===== src/rtl/mac_seq_ctrl.sv =====
// mac_seq_ctrl: sequential 3-term weighted sum S = A*peso_A + B*peso_B + C*peso_C
// built around a single W x W signed multiplier that is reused once per term.
// Optional build macro: MAC_RELU_EN (clamp negative results to 0 at DONE).
module mac_seq_ctrl #(
  parameter  int W  = 4,
  localparam int SW = 2*W+2
) (
  input  logic                 clk,
  input  logic                 rst,
  input  logic                 start,
  input  logic signed [W-1:0]  A,
  input  logic signed [W-1:0]  B,
  input  logic signed [W-1:0]  C,
  input  logic signed [W-1:0]  peso_A,
  input  logic signed [W-1:0]  peso_B,
  input  logic signed [W-1:0]  peso_C,
  output logic signed [SW-1:0] S,
  output logic                 busy,
  output logic                 done
);

  typedef enum logic [2:0] {IDLE, ACC0, ACC1, ACC2, DONE} state_t;

  state_t state, nstate;

  logic signed [W-1:0]    la, lb, lc, wa, wb, wc;
  logic signed [W-1:0]    mul_a, mul_b;
  logic signed [2*W-1:0]  prod;
  logic signed [SW-1:0]   prod_x, acc, sum, res;

  // State register; reset wins over everything else.
  always_ff @(posedge clk) begin
    if (rst) state <= IDLE;
    else     state <= nstate;
  end

  // Next-state and status outputs; start is only looked at in IDLE.
  always_comb begin
    nstate = state;
    busy   = 1'b1;
    done   = 1'b0;
    case (state)
      IDLE: begin
        busy = 1'b0;
        if (start) nstate = ACC0;
      end
      ACC0:    nstate = ACC1;
      ACC1:    nstate = ACC2;
      ACC2:    nstate = DONE;
      DONE: begin
        done   = 1'b1;
        nstate = IDLE;
      end
      default: nstate = IDLE;
    endcase
  end

  // Operand select for the shared multiplier: one term per ACC state.
  always_comb begin
    mul_a = la;
    mul_b = wa;
    case (state)
      ACC1: begin mul_a = lb; mul_b = wb; end
      ACC2: begin mul_a = lc; mul_b = wc; end
      default: begin mul_a = la; mul_b = wa; end
    endcase
  end

  assign prod   = mul_a * mul_b;
  assign prod_x = {{(SW-2*W){prod[2*W-1]}}, prod};
  assign sum    = acc + prod_x;

  // Final result shaping; three products of 2W bits always fit in SW bits.
`ifdef MAC_RELU_EN
  assign res = sum[SW-1] ? '0 : sum;
`else
  assign res = sum;
`endif

  // Operand capture, accumulation, and result register. S is written on the
  // edge into DONE so it is valid in the same cycle done is high.
  always_ff @(posedge clk) begin
    if (rst) begin
      acc <= '0;
      S   <= '0;
      la  <= '0; lb <= '0; lc <= '0;
      wa  <= '0; wb <= '0; wc <= '0;
    end else begin
      case (state)
        IDLE: begin
          if (start) begin
            la  <= A;      lb <= B;      lc <= C;
            wa  <= peso_A; wb <= peso_B; wc <= peso_C;
            acc <= '0;
          end
        end
        ACC0, ACC1: acc <= sum;
        ACC2: begin
          acc <= sum;
          S   <= res;
        end
        default: ;
      endcase
    end
  end

endmodule


===== config.mk =====
export PLATFORM = sky130hd
export DESIGN_NAME = mac_seq_ctrl
export DESIGN_NICKNAME = d
export VERILOG_FILES = /design/src/rtl/mac_seq_ctrl.sv
export SDC_FILE = /design/constraint.sdc
export NUM_CORES = 1
export LEC_CHECK = 0
export BUFFER_PORTS_ARGS = -buffer_cell sky130_fd_sc_hd__buf_4
export CORE_ASPECT_RATIO = 2
export CORE_MARGIN = 5
export CORE_UTILIZATION = 45
export CTS_CLUSTER_SIZE = 10
export DETAILED_ROUTE_END_ITERATION = 10
export GPL_ROUTABILITY_DRIVEN = 0
export MAX_ROUTING_LAYER = met4
export PLACE_DENSITY_LB_ADDON = 0.12
export REMOVE_ABC_BUFFERS = 1
export SETUP_SLACK_MARGIN = 0.1
export SYNTH_ARGS = -nofsm -noshare
export SYNTH_HDL_FRONTEND = slang
export SYNTH_SLANG_ARGS = --single-unit

===== constraint.sdc =====
create_clock -name clk -period 10.4 [get_ports clk]
set_clock_uncertainty 0.15 [all_clocks]
set_input_delay 2.08 -clock clk [delete_from_list [all_inputs] [get_ports clk]]
set_output_delay 2.08 -clock clk [all_outputs]
set_load 0.03 [all_outputs]

==> Yosys cells after proc, flatten, opt, wreduce, memory -nomap -nowiden <==
Index checks and enable logic that the tools add are counted.
{ "totals": {"reg_bits": 47, "word_cells": 29, "out_inout_bits": 12, "input_bits": 27} }
{ "classes": {"n_reduce_logical": 5, "addsub": 1, "mul": 1, "n_mux": 8, "n_eq_ne": 5} }
{ "ops": {"columns": ["cell", "n"], "rows": [
  ["one-hot mux 10 bit (2 select lines)", 1],
  ["one-hot mux 4 bit (2 select lines)", 2],
  ["one-hot mux 3 bit (4 select lines)", 1],
  ["adder 10 x 8 -> 10 bit", 1],
  ["2-to-1 mux 10 bit", 1],
  ["multiplier 4 x 4 -> 8 bit", 1],
  ["equality test 3 x 2 -> 1 bit (second input constant)", 2],
  ["AND reduction 2 bit", 2],
  ["equality test 3 x 1 -> 1 bit (second input constant)", 1],
  ["equality test 3 bit (second input constant)", 1],
  ["zero test 3 bit", 1],
  ["2-to-1 mux 3 bit", 1],
  ["OR reduction 3 bit", 1],
  ["2-to-1 mux 1 bit", 2],
  ["inequality test 2 bit (second input constant)", 1],
  ["nonzero test 2 bit", 1]
]} }

==> Longest topological paths before layout <==
{ "logic_depth": {"depth_word": 5, "depth_mapped": 21, "depth_no_buf": 18} }

==> Worst setup path after synthesis <==
Ideal clock, no wire load.
{ "synth_path": {"path_kind": "reg-to-reg", "from": "register state[2]", "to": "register acc[9]", "n_path_buf": 3, "path_stages_with_launch": 20, "required_ns": 10.122, "arrival_ns": 4.367, "setup_slack_ns": 5.756, "setup_ns": 0.128, "period_less_slack_ns": 4.644, "path_cell_list": "dfxtp_1 -> buf_6 -> nand2b_4 -> buf_6 -> clkbuf_1 -> nor2_1 -> a21oi_1 -> nor2_1 -> fa_1 -> inv_1 -> fa_1 -> fa_1 -> inv_1 -> ha_1 -> o21ai_1 -> nand2b_1 -> a31oi_1 -> xnor3_1 -> a22oi_1 -> nor2_1"} }
{ "synth_between": {"elab_chain_cells": 5} }
{ "synth_rtl": {"columns": ["item", "line", "rtl"], "rows": [
  ["start, declared", "24", "state_t state, nstate;"],
  ["start signal, assigned", "34", "else state <= nstate;"],
  ["equality test 3 x 2 -> 1 bit", "62, 89", null],
  ["one-hot mux 4 bit (2 select lines)", "62", "case (state)"],
  ["multiplier 4 x 4 -> 8 bit", "69", "assign prod = mul_a * mul_b;"],
  ["adder 10 x 8 -> 10 bit", "71", "assign sum = acc + prod_x;"],
  ["one-hot mux 10 bit (2 select lines)", "89", "case (state)"],
  ["end signal, assigned", "97", "ACC0, ACC1: acc <= sum;"],
  ["end signal, assigned", "99", "acc <= sum;"],
  ["end, declared", "29", "logic signed [SW-1:0] prod_x, acc, sum, res;"]
]} }
Several ways; a longest one is shown, not always the timed one.
A chain may end at the register's enable or synchronous reset.

==> Worst setup path in the final report <==
{ "layout_path": {"from": "register state[0]", "to": "register acc[9]"} }
The elaborated chain is that of the path after synthesis.

==> metrics <==
sw frac=about 30%; Async S/R FF share, synth=0%; cell taking the most area after synthesis=dfxtp_1; Total GRT Usage=between 10% and 20%; Worst EP required=10420 ps; DIE WIDTH=approximately 67 µm; Clk pwr share=between 30 and 40%; Worst-Margin Slew=about 760 ps; RSZ-0062 raised after global routing=false; DR iter-0 viols=around 80; Worst VDD drop=approximately 0.19 mV; R2R setup slack=roughly 5200 ps; Pint=between 0.3 and 0.4 mW; Max Cap Viol=0; first-pass GRT wire length=around 10000 µm; Synth top area share=~32%; deepest clock path buffer count=2; Reg-to-Reg End=acc[9]$_SDFFE_PP0P_; final worst slack=approximately 5200 ps; # DRC=0; cell area after synthesis=approximately 0.0029 mm²; number of global-route vias before repair=2289; antenna cell count=0; period utilization=49.5%; Cell Rows=~40; Main synth FF type=dfxtp_1; Worst Hold Depth=2; Die Ht=124 µm; Synth Register Bits=47; family with the most delay on the worst path=adder cells; DR vias=~2.3k; hold path startpoint=lb[0]$_SDFFE_PP0P_; Pleak=approximately 1.5 nW; final instance area=0.00340 mm²; Post-Route WL=roughly 6300 µm; Final #Nets=444; fin crit period=slightly above 5000 ps; Power Density=~150 mW/mm²; total setup buffers inserted after CTS=0; post-synthesis sequential area ratio=between 30% and 40%; CP cell instances=mux2_2, mux2i_1, nor2_1, fa_1, inv_1, fa_1, fa_1, inv_1, ha_1, nor3_1, o21ai_0, a31oi_1, xnor3_1, a22oi_1, nor2_1; status=finished, final reports clean; Die Area=0.00825 mm²; final setup fails=0; first-pass detailed-route iteration total=4; Post-Syn Instances=between 300 and 400; setup tns final=0 ps; core box area=about 0.0063 mm²; Vias/cell=roughly 4.9; most used cell, CP=fa_1; # resized after CTS=0; WL per Instance=13.6 µm; IO buf count=38; # hold bufs at CTS=0; slowest CP cell=dfxtp_1; yosys warns=0; CP Launch Type=register; grt ovf=0; Hold Crit Class=register to register; CTS tree=yes; post-layout util=between 50% and 60%; IO Pins=39; slowest stage delay, CP=between 700 and 800 ps; fraction of layout cells with a size suffix above 1=about 14%; Worst-path clk slew=approximately 70 ps; Hold Path Sink=lb[0]$_SDFFE_PP0P_; initial antenna violation count=0; H-Tree Depth=2; DRT antenna net count=0; f_max=0.194 GHz; Net Sw Power=between 0.15 and 0.2 mW; main area contributors after synthesis=dfxtp_1 32%, fa_1 13%, ha_1 8.6%; Rel. slew slack=between 40% and 50%; total power=0.519 mW; most instantiated library cell after synthesis=nand2_1; pin count of the biggest net entering global routing=50; syn avg cell area=about 8.3 µm²; DP Cell Count=around 460; filler cell count=around 660; Synth-to-Final Area Change=17.0%; part of the power in registers=between 30% and 40%; highest net fanout along the worst path=14; Setup CP Type=register to register; CTS buffer count=5; Critical path buffers and inverters=2; Clk Latency, worst-skew pair=290 ps; synth unique cells=38; Critical Path AT=5170 ps; Cell Count, Final, Fillers Out=465; DP Wirelength=about 5000 µm; RR Startpoint=state[0]$_SDFFE_PP0P_; combinational share of power=between 20% and 30%; synth cell count leaders=66 x nand2_1, 47 x dfxtp_1, 40 x inv_1; Root Driver=clkbuf_16; Slew Viols, Final=0; clk sinks=47; Hold WS=304 ps; Post-DP Area=between 0.003 and 0.004 mm²; pre-CTS WS=5220 ps; Final Hold Vio Count=0; starting density of the core=approximately 46%; R2R depth=15; CP Capture Type=register; Post-synth EDFFs=0
## metal layers
metal / wire (µm) / vias to the layer above / track usage (%)
met4: 261 / 0 / 9.67
met1: 2190 / 1064 / 15.6
met2: 3710 / 37 / 33.7
met5: 0 / - / -
met3: 165 / 16 / 2.98
li1: - / 1181 / -
## registers in the layout, summed over array words and instances, names as in the netlist
register  count
la            4
wb            4
lc            4
S            10
wc            4
state         3
acc          10
lb            4
wa            4
## layout make-up
cell class | count | area, µm² | share of cell area (%)
multi-input combinational | 246 | 1740 | 51.1
tap | 86 | 108 | 3.17
timing repair buffer | 38 | 285 | 8.40
clock buffer | 6 | 139 | 4.09
clock inverter | 2 | 38.8 | 1.14
inverter | 40 | 150 | 4.42
sequential | 47 | 941 | 27.7
## kinds of logic (layout without fill, tap and decap cells)
family	count (synthesis)	after routing	synth area share, %
and+or+nand+nor	124	124	18.8
adders and majority gates	39	39	21.7
xor gates and xnor gates	9	9	3.19
DFF	47	47	32.4
AOI/OAI and AO/OA	64	64	12.5
buffers and inverters	56	86	7.80
muxes	10	10	3.53
## placed cells by master, fill, tap and decap left out, types with 8 or more instances in the layout
cell type / n
dfxtp_1: 47
fa_1: 19
ha_1: 20
mux2i_1: 8
inv_1: 40
buf_4: 38
nand2_1: 66
a21oi_1: 39
nor2_1: 30
a22oi_1: 8
## worst register-to-register path: stages (launching register included)
cell,delay [ps]
dfxtp_1,720
mux2_2,400
mux2i_1,320
nor2_1,200
fa_1,650
inv_1,100
fa_1,510
fa_1,540
inv_1,40
ha_1,240
nor3_1,190
o21ai_0,110
a31oi_1,230
xnor3_1,390
a22oi_1,160
nor2_1,50
## worst max path at each step
stage                               end  depth (start not counted)             startpoint
CTS                 acc[9]$_SDFFE_PP0P_                         15  state[0]$_SDFFE_PP0P_
floorplan           acc[9]$_SDFFE_PP0P_                         15  state[0]$_SDFFE_PP0P_
global placement    acc[9]$_SDFFE_PP0P_                         15  state[0]$_SDFFE_PP0P_
detailed placement  acc[9]$_SDFFE_PP0P_                         15  state[0]$_SDFFE_PP0P_
finish              acc[9]$_SDFFE_PP0P_                         15  state[0]$_SDFFE_PP0P_
global route        acc[9]$_SDFFE_PP0P_                         15  state[0]$_SDFFE_PP0P_
## power groups by stage
stage               Combinational, mW  Sequential, mW  Clock (mW)
floorplan                      0.0882           0.204           0
global placement                0.124           0.207           0
detailed placement              0.128           0.207           0
CTS                             0.128           0.203       0.195
global route                    0.144           0.204       0.202
finish                          0.125           0.203       0.191
Note: power is estimated with default switching activity, not from simulation.
